`src/rtl/clock_enable_sequencer.sv`:
```
// Glitch-safe configuration sequencer for the clock distributor (gate-off, drain, apply, settle, re-enable).
// Optional lock-loss handling is compiled in with `define CLK_SEQ_LOCK_LOSS_EN.
module clock_enable_sequencer #(
   parameter int NUM_CLOCK_OUTPUTS = 8,
   parameter int SETTLE_CYCLES     = 16,
   parameter int LOCK_TIMEOUT      = 1024
) (
   input  logic        ref_clk,
   input  logic        rst_n,
   input  logic        pll_locked,
   input  logic        req_valid,
   output logic        req_ready,
   input  logic [2:0]  req_out_idx,
   input  logic [3:0]  req_div_ratio,
   input  logic [1:0]  req_src_sel,
   input  logic        req_enable,
   input  logic        err_clear,
   output logic        cfg_enable,
   output logic [7:0]  cfg_clk_enable,
   output logic [31:0] cfg_div_ratio_flat,
   output logic [15:0] cfg_source_sel_flat,
   output logic        seq_busy,
   output logic [2:0]  seq_state,
   output logic        seq_error,
   output logic [7:0]  err_code
);

   typedef enum logic [2:0] {
      BOOT     = 3'd0,
      RUN      = 3'd1,
      GATE_OFF = 3'd2,
      DRAIN    = 3'd3,
      APPLY    = 3'd4,
      SETTLE   = 3'd5
   } state_t;

   localparam int CNT_MAX = (LOCK_TIMEOUT > SETTLE_CYCLES) ? LOCK_TIMEOUT : SETTLE_CYCLES;
   localparam int CW      = $clog2(CNT_MAX + 1);
   localparam logic [CW-1:0] TIMEOUT_C   = CW'(LOCK_TIMEOUT);
   localparam logic [CW-1:0] TIMEOUT_M1  = CW'(LOCK_TIMEOUT - 1);
   localparam logic [CW-1:0] SETTLE_LAST = CW'(SETTLE_CYCLES - 1);
   localparam logic [7:0]    VALID_MASK  = 8'((1 << NUM_CLOCK_OUTPUTS) - 1);

   state_t          state;
   logic [CW-1:0]   cnt;
   logic [2:0]      idx_q;
   logic [3:0]      div_q;
   logic [1:0]      src_q;
   logic            en_q;
   logic            handshake;
   logic            bad_idx;
   logic            timeout_hit;
   logic            lock_loss;
   logic [7:0]      boot_mask;

   assign req_ready   = (state == RUN);
   assign seq_busy    = (state != BOOT) && (state != RUN);
   assign seq_state   = state;
   assign handshake   = req_valid && req_ready;
   assign bad_idx     = handshake && (int'(req_out_idx) >= NUM_CLOCK_OUTPUTS);
   assign timeout_hit = (state == BOOT) && !pll_locked && (cnt == TIMEOUT_M1);

`ifdef CLK_SEQ_LOCK_LOSS_EN
   logic [7:0] saved_mask;
   assign lock_loss = (state != BOOT) && !pll_locked;
   assign boot_mask = saved_mask;

   always_ff @(posedge ref_clk or negedge rst_n) begin
      if (!rst_n)
         saved_mask <= '0;
      else if (lock_loss)
         saved_mask <= cfg_clk_enable;
   end
`else
   assign lock_loss = 1'b0;
   assign boot_mask = '0;
`endif

   // Outputs are written on the edge that enters a state, so each state's
   // effect (bit cleared, fields applied, bit restored) is visible while in it.
   always_ff @(posedge ref_clk or negedge rst_n) begin
      if (!rst_n) begin
         state               <= BOOT;
         cnt                 <= '0;
         idx_q               <= '0;
         div_q               <= '0;
         src_q               <= '0;
         en_q                <= 1'b0;
         cfg_enable          <= 1'b0;
         cfg_clk_enable      <= '0;
         cfg_div_ratio_flat  <= '0;
         cfg_source_sel_flat <= '0;
      end else if (lock_loss) begin
         cfg_enable     <= 1'b0;
         cfg_clk_enable <= '0;
         cnt            <= '0;
         state          <= BOOT;
      end else begin
         case (state)
            BOOT: begin
               if (pll_locked) begin
                  cfg_enable     <= 1'b1;
                  cfg_clk_enable <= boot_mask & VALID_MASK;
                  cnt            <= '0;
                  state          <= RUN;
               end else if (cnt != TIMEOUT_C) begin
                  cnt <= cnt + 1'b1;
               end
            end
            RUN: begin
               if (handshake && !bad_idx) begin
                  idx_q                       <= req_out_idx;
                  div_q                       <= req_div_ratio;
                  src_q                       <= req_src_sel;
                  en_q                        <= req_enable;
                  cfg_clk_enable[req_out_idx] <= 1'b0;
                  state                       <= GATE_OFF;
               end
            end
            GATE_OFF: begin
               cnt   <= '0;
               state <= DRAIN;
            end
            DRAIN: begin
               if (cnt == SETTLE_LAST) begin
                  cnt                              <= '0;
                  cfg_div_ratio_flat[4*idx_q +: 4] <= div_q;
                  cfg_source_sel_flat[2*idx_q +: 2] <= src_q;
                  state                            <= APPLY;
               end else begin
                  cnt <= cnt + 1'b1;
               end
            end
            APPLY: begin
               cnt   <= '0;
               state <= SETTLE;
            end
            SETTLE: begin
               if (cnt == SETTLE_LAST) begin
                  cnt                   <= '0;
                  cfg_clk_enable[idx_q] <= en_q;
                  state                 <= RUN;
               end else begin
                  cnt <= cnt + 1'b1;
               end
            end
            default: state <= BOOT;
         endcase
      end
   end

   // A fresh error in the same cycle as err_clear takes precedence.
   always_ff @(posedge ref_clk or negedge rst_n) begin
      if (!rst_n) begin
         seq_error <= 1'b0;
         err_code  <= '0;
      end else if (timeout_hit) begin
         seq_error <= 1'b1;
         err_code  <= 8'h01;
      end else if (lock_loss) begin
         seq_error <= 1'b1;
         err_code  <= 8'h03;
      end else if (bad_idx) begin
         seq_error <= 1'b1;
         err_code  <= 8'h02;
      end else if (err_clear) begin
         seq_error <= 1'b0;
         err_code  <= '0;
      end
   end

endmodule

```
`config.mk`:
```
export PLATFORM = sky130hd
export DESIGN_NAME = clock_enable_sequencer
export DESIGN_NICKNAME = d
export VERILOG_FILES = /design/src/rtl/clock_enable_sequencer.sv
export SDC_FILE = /design/constraint.sdc
export NUM_CORES = 1
export LEC_CHECK = 0
export BUFFER_PORTS_ARGS = -buffer_cell sky130_fd_sc_hd__buf_4
export CAP_MARGIN = 15
export CORE_ASPECT_RATIO = 0.7
export CORE_MARGIN = 2
export CORE_UTILIZATION = 55
export CTS_CLUSTER_DIAMETER = 150
export DETAILED_ROUTE_END_ITERATION = 10
export HOLD_SLACK_MARGIN = 0.06
export PLACE_DENSITY_LB_ADDON = 0.2
export SETUP_SLACK_MARGIN = 0.3
export SKIP_LAST_GASP = 1
export SLEW_MARGIN = 20
export SYNTH_ARGS = -nofsm -noshare
export SYNTH_HDL_FRONTEND = slang
export SYNTH_SLANG_ARGS = --single-unit
```
`constraint.sdc`:
```
create_clock -name ref_clk -period 4.2 [get_ports ref_clk]
set_input_delay 0.42 -clock ref_clk [delete_from_list [all_inputs] [get_ports ref_clk]]
set_output_delay 0.42 -clock ref_clk [all_outputs]
set_load 0.005 [all_outputs]
```
==> run metrics <==
status=finished, final reports clean; area grow syn2layout=19.7%; post-synthesis sequential area ratio=51.0%; actual slew at the worst max-slew pin=0.735 ns; reg-to-reg startpoint=idx_q[0]; Sw Ratio=41.3%; final clock skew=0.0107 ns; setup repair bufs after CTS=0; Placement Rows=26; die height=75.6 um; syn avg cell area=10.0 um2; largest buffer count on any clock path=2; Comb pwr share=38.8%; Cell Pwr Density=559 mW/mm2; Slew Limit Headroom=51.0%; starting density of the core=56.0%; Post-Syn Instances=402; RePlAce Congestion=0.880; crit path max-delay cell type=ha_1; TritonCTS clock tree=yes; Reg clk slew, reported paths=0.08 ns; CTS root buf=clkbuf_8; CTS resizes=0; GRT overflow=0; Fin. Hold Viols=0; count of cell types in the netlist=50; first-pass GRT wire length=15,200 um; number of flops mapped to enable cells by yosys=0; Tcrit/Tclk final=69.7%; crit-path max FO=20; Die W=106 um; post-synthesis register bit count=82; CP startpoint kind=flop; # diodes=0; via count=3,247; critical path class=flop to flop; Avg WL per Cell=16.5 um; Sequential Power Share=40.3%; P_int=0.00158 W; RSZ-0062 raised after global routing=no; Storage cell area=0.00205 mm2; Setup TNS=0 ns; clock buffer count from CTS=9; cells along the critical path=inv_1, ha_1, ha_1, nand2_1, nor2_1, mux2_2; Clk Latency, worst-skew pair=0.35 ns; Final ANT Viol Nets=0; Worst Hold Class=primary input to async pin; Max H-tree Level=3; antenna violations before repair=0; detailed-route wire length=9490 um; clock network power share=20.8%; most used cell, CP=ha_1; crit end category=flop; drc violations=0; worst hold slack=0.0965 ns; vias in the first global route=2,977; Sw Pwr=0.00111 W; Critical Path AT=3.15 ns; I/O Buffers=78; io pins=86; largest net degree at the start of global routing=83; Syn Std Cell Area=0.00403 mm2; share of cells above drive strength 1=29.4%; final count of pins violating max slew=0; die area=0.00803 mm2; first drt pass iteration count=6; RR Endpoint=cfg_source_sel_flat[7]; final setup fails=0; core footprint=0.00719 mm2; Hold Buf Count CTS=0; FFs w/ async S/R, synth=100%; cells on worst reg2reg path=6; R2R setup slack=1.27 ns; All-Layer GR Usage=24.8%; Synth Flop Type=dfrtp_1; Crit path largest cell delay=0.69 ns; initial DRC count=180; Total Nets Final=492; vias per cell=5.66; worst IR drop on VDD=0.242 mV; # fillers=568; Worst EP required=4.42 ns; Crit path buffers/inverters=1; clock net sink count=82; Max Fclk=341 MHz; Final HPWL DP=6820 um; Worst path top cell family by delay=adder cells; Syn. warnings=0; Multi-input gate area=0.00177 mm2; leakage=2.32 nW; crit path time final=2.93 ns; commonest non-fill, non-tap cell in the layout=dfrtp_1; most frequent cells in the layout=82 x dfrtp_1, 77 x buf_4, 57 x nand2_1; total of max-cap violations=0
## how the worst max path moves through the flow
stage / startpoint / end / slack [ns] / cells past startpoint
final: idx_q[0] / cfg_source_sel_flat[7] / 1.27 / 6
after global routing: idx_q[0] / cfg_div_ratio_flat[4] / 1.01 / 6
after CTS: idx_q[0] / cfg_div_ratio_flat[29] / 1.29 / 6
after detailed placement: idx_q[0] / cfg_div_ratio_flat[29] / 1.30 / 6
after global placement: idx_q[0] / cfg_source_sel_flat[11] / 1.46 / 6
after floorplan: idx_q[0] / cfg_div_ratio_flat[19] / 1.65 / 8
## power by group through the flow
stage	clock (W)	combinational (W)	sequential (W)
after floorplan	0	0.000751	0.00102
final	0.000561	0.00105	0.00109
after CTS	0.000570	0.00103	0.00108
after detailed placement	0	0.00102	0.00110
after global placement	0	0.00100	0.00109
after global routing	0.000610	0.00117	0.00111
## layout make-up
cell class | instances | area share [%]
inverter | 24 | 1.87
clock inverter | 5 | 1.14
clock buffer | 10 | 2.86
timing repair buffer | 78 | 12.2
sequential | 82 | 42.6
tap | 98 | 2.54
multi-input combinational | 277 | 36.8
## flip-flops by register name, indices dropped and copies added (netlist names)
| signal | count |
|---|---|
| cfg_enable | 1 |
| seq_state | 3 |
| src_q | 2 |
| div_q | 4 |
| err_code | 1 |
| cfg_div_ratio_flat | 32 |
| idx_q | 3 |
| cfg_source_sel_flat | 16 |
| en_q | 1 |
| cnt | 11 |
| cfg_clk_enable | 8 |
## cells by family after synthesis
logic type      after synthesis  share of synthesized area (%)
simple gates                147                           18.1
flops                        82                           51.0
compound gates               77                           12.6
buf+inv                      49                           5.53
mux                          40                           11.0
fa+ha+maj                     5                           1.55
other cells                   1                         0.0932
xor+xnor                      1                          0.218
## Yosys cell counts, types with 4 or more instances
| cell type | number | share of area [%] |
|---|---|---|
| dfrtp_1 | 82 | 51 |
| nand2_1 | 57 | 5.3 |
| mux2_2 | 33 | 9.2 |
| nor2_1 | 29 | 2.7 |
| o21ai_0 | 28 | 3.5 |
| inv_1 | 24 | 2.2 |
| clkbuf_1 | 10 | 0.93 |
| buf_4 | 9 | 1.7 |
| nand4_1 | 9 | 1.4 |
| nor3_1 | 9 | 1.1 |
| o31ai_1 | 9 | 1.7 |
| a21oi_1 | 8 | 0.99 |
| a31oi_1 | 7 | 1.1 |
| mux2i_1 | 7 | 1.7 |
| nand3_1 | 7 | 0.87 |
| a22o_1 | 6 | 1.3 |
| nand2b_1 | 6 | 0.93 |
| and2_1 | 5 | 0.78 |
| ha_1 | 5 | 1.6 |
| buf_2 | 4 | 0.50 |
| or2_2 | 4 | 0.62 |
## metal layers
metal	share of wire, %	wire length (um)	GRT usage, %
met1	48	4590	37.5
met2	43	4090	35.5
met3	7.6	722	7.78
met4	0.90	85	5.12
met5	0	0	0
## stage by stage
| stage | cells | setup slack, ns | utilization [%] | total power, W | area, um2 |
|---|---|---|---|---|---|
| final | 574 | 1.27 | 67.0 | 0.00269 | 4820 |
| after global routing | 574 | 1.01 | 67.0 | 0.00289 | 4820 |
| after CTS | 574 | 1.29 | 67.0 | 0.00269 | 4820 |
| after detailed placement | 559 | 1.30 | 64.3 | 0.00212 | 4620 |
| after global placement | 559 | 1.46 | 64.3 | 0.00209 | 4620 |
| after floorplan | 408 | 1.65 | - | 0.00177 | 4050 |
No activity file was read; power rests on OpenSTA's default activity.
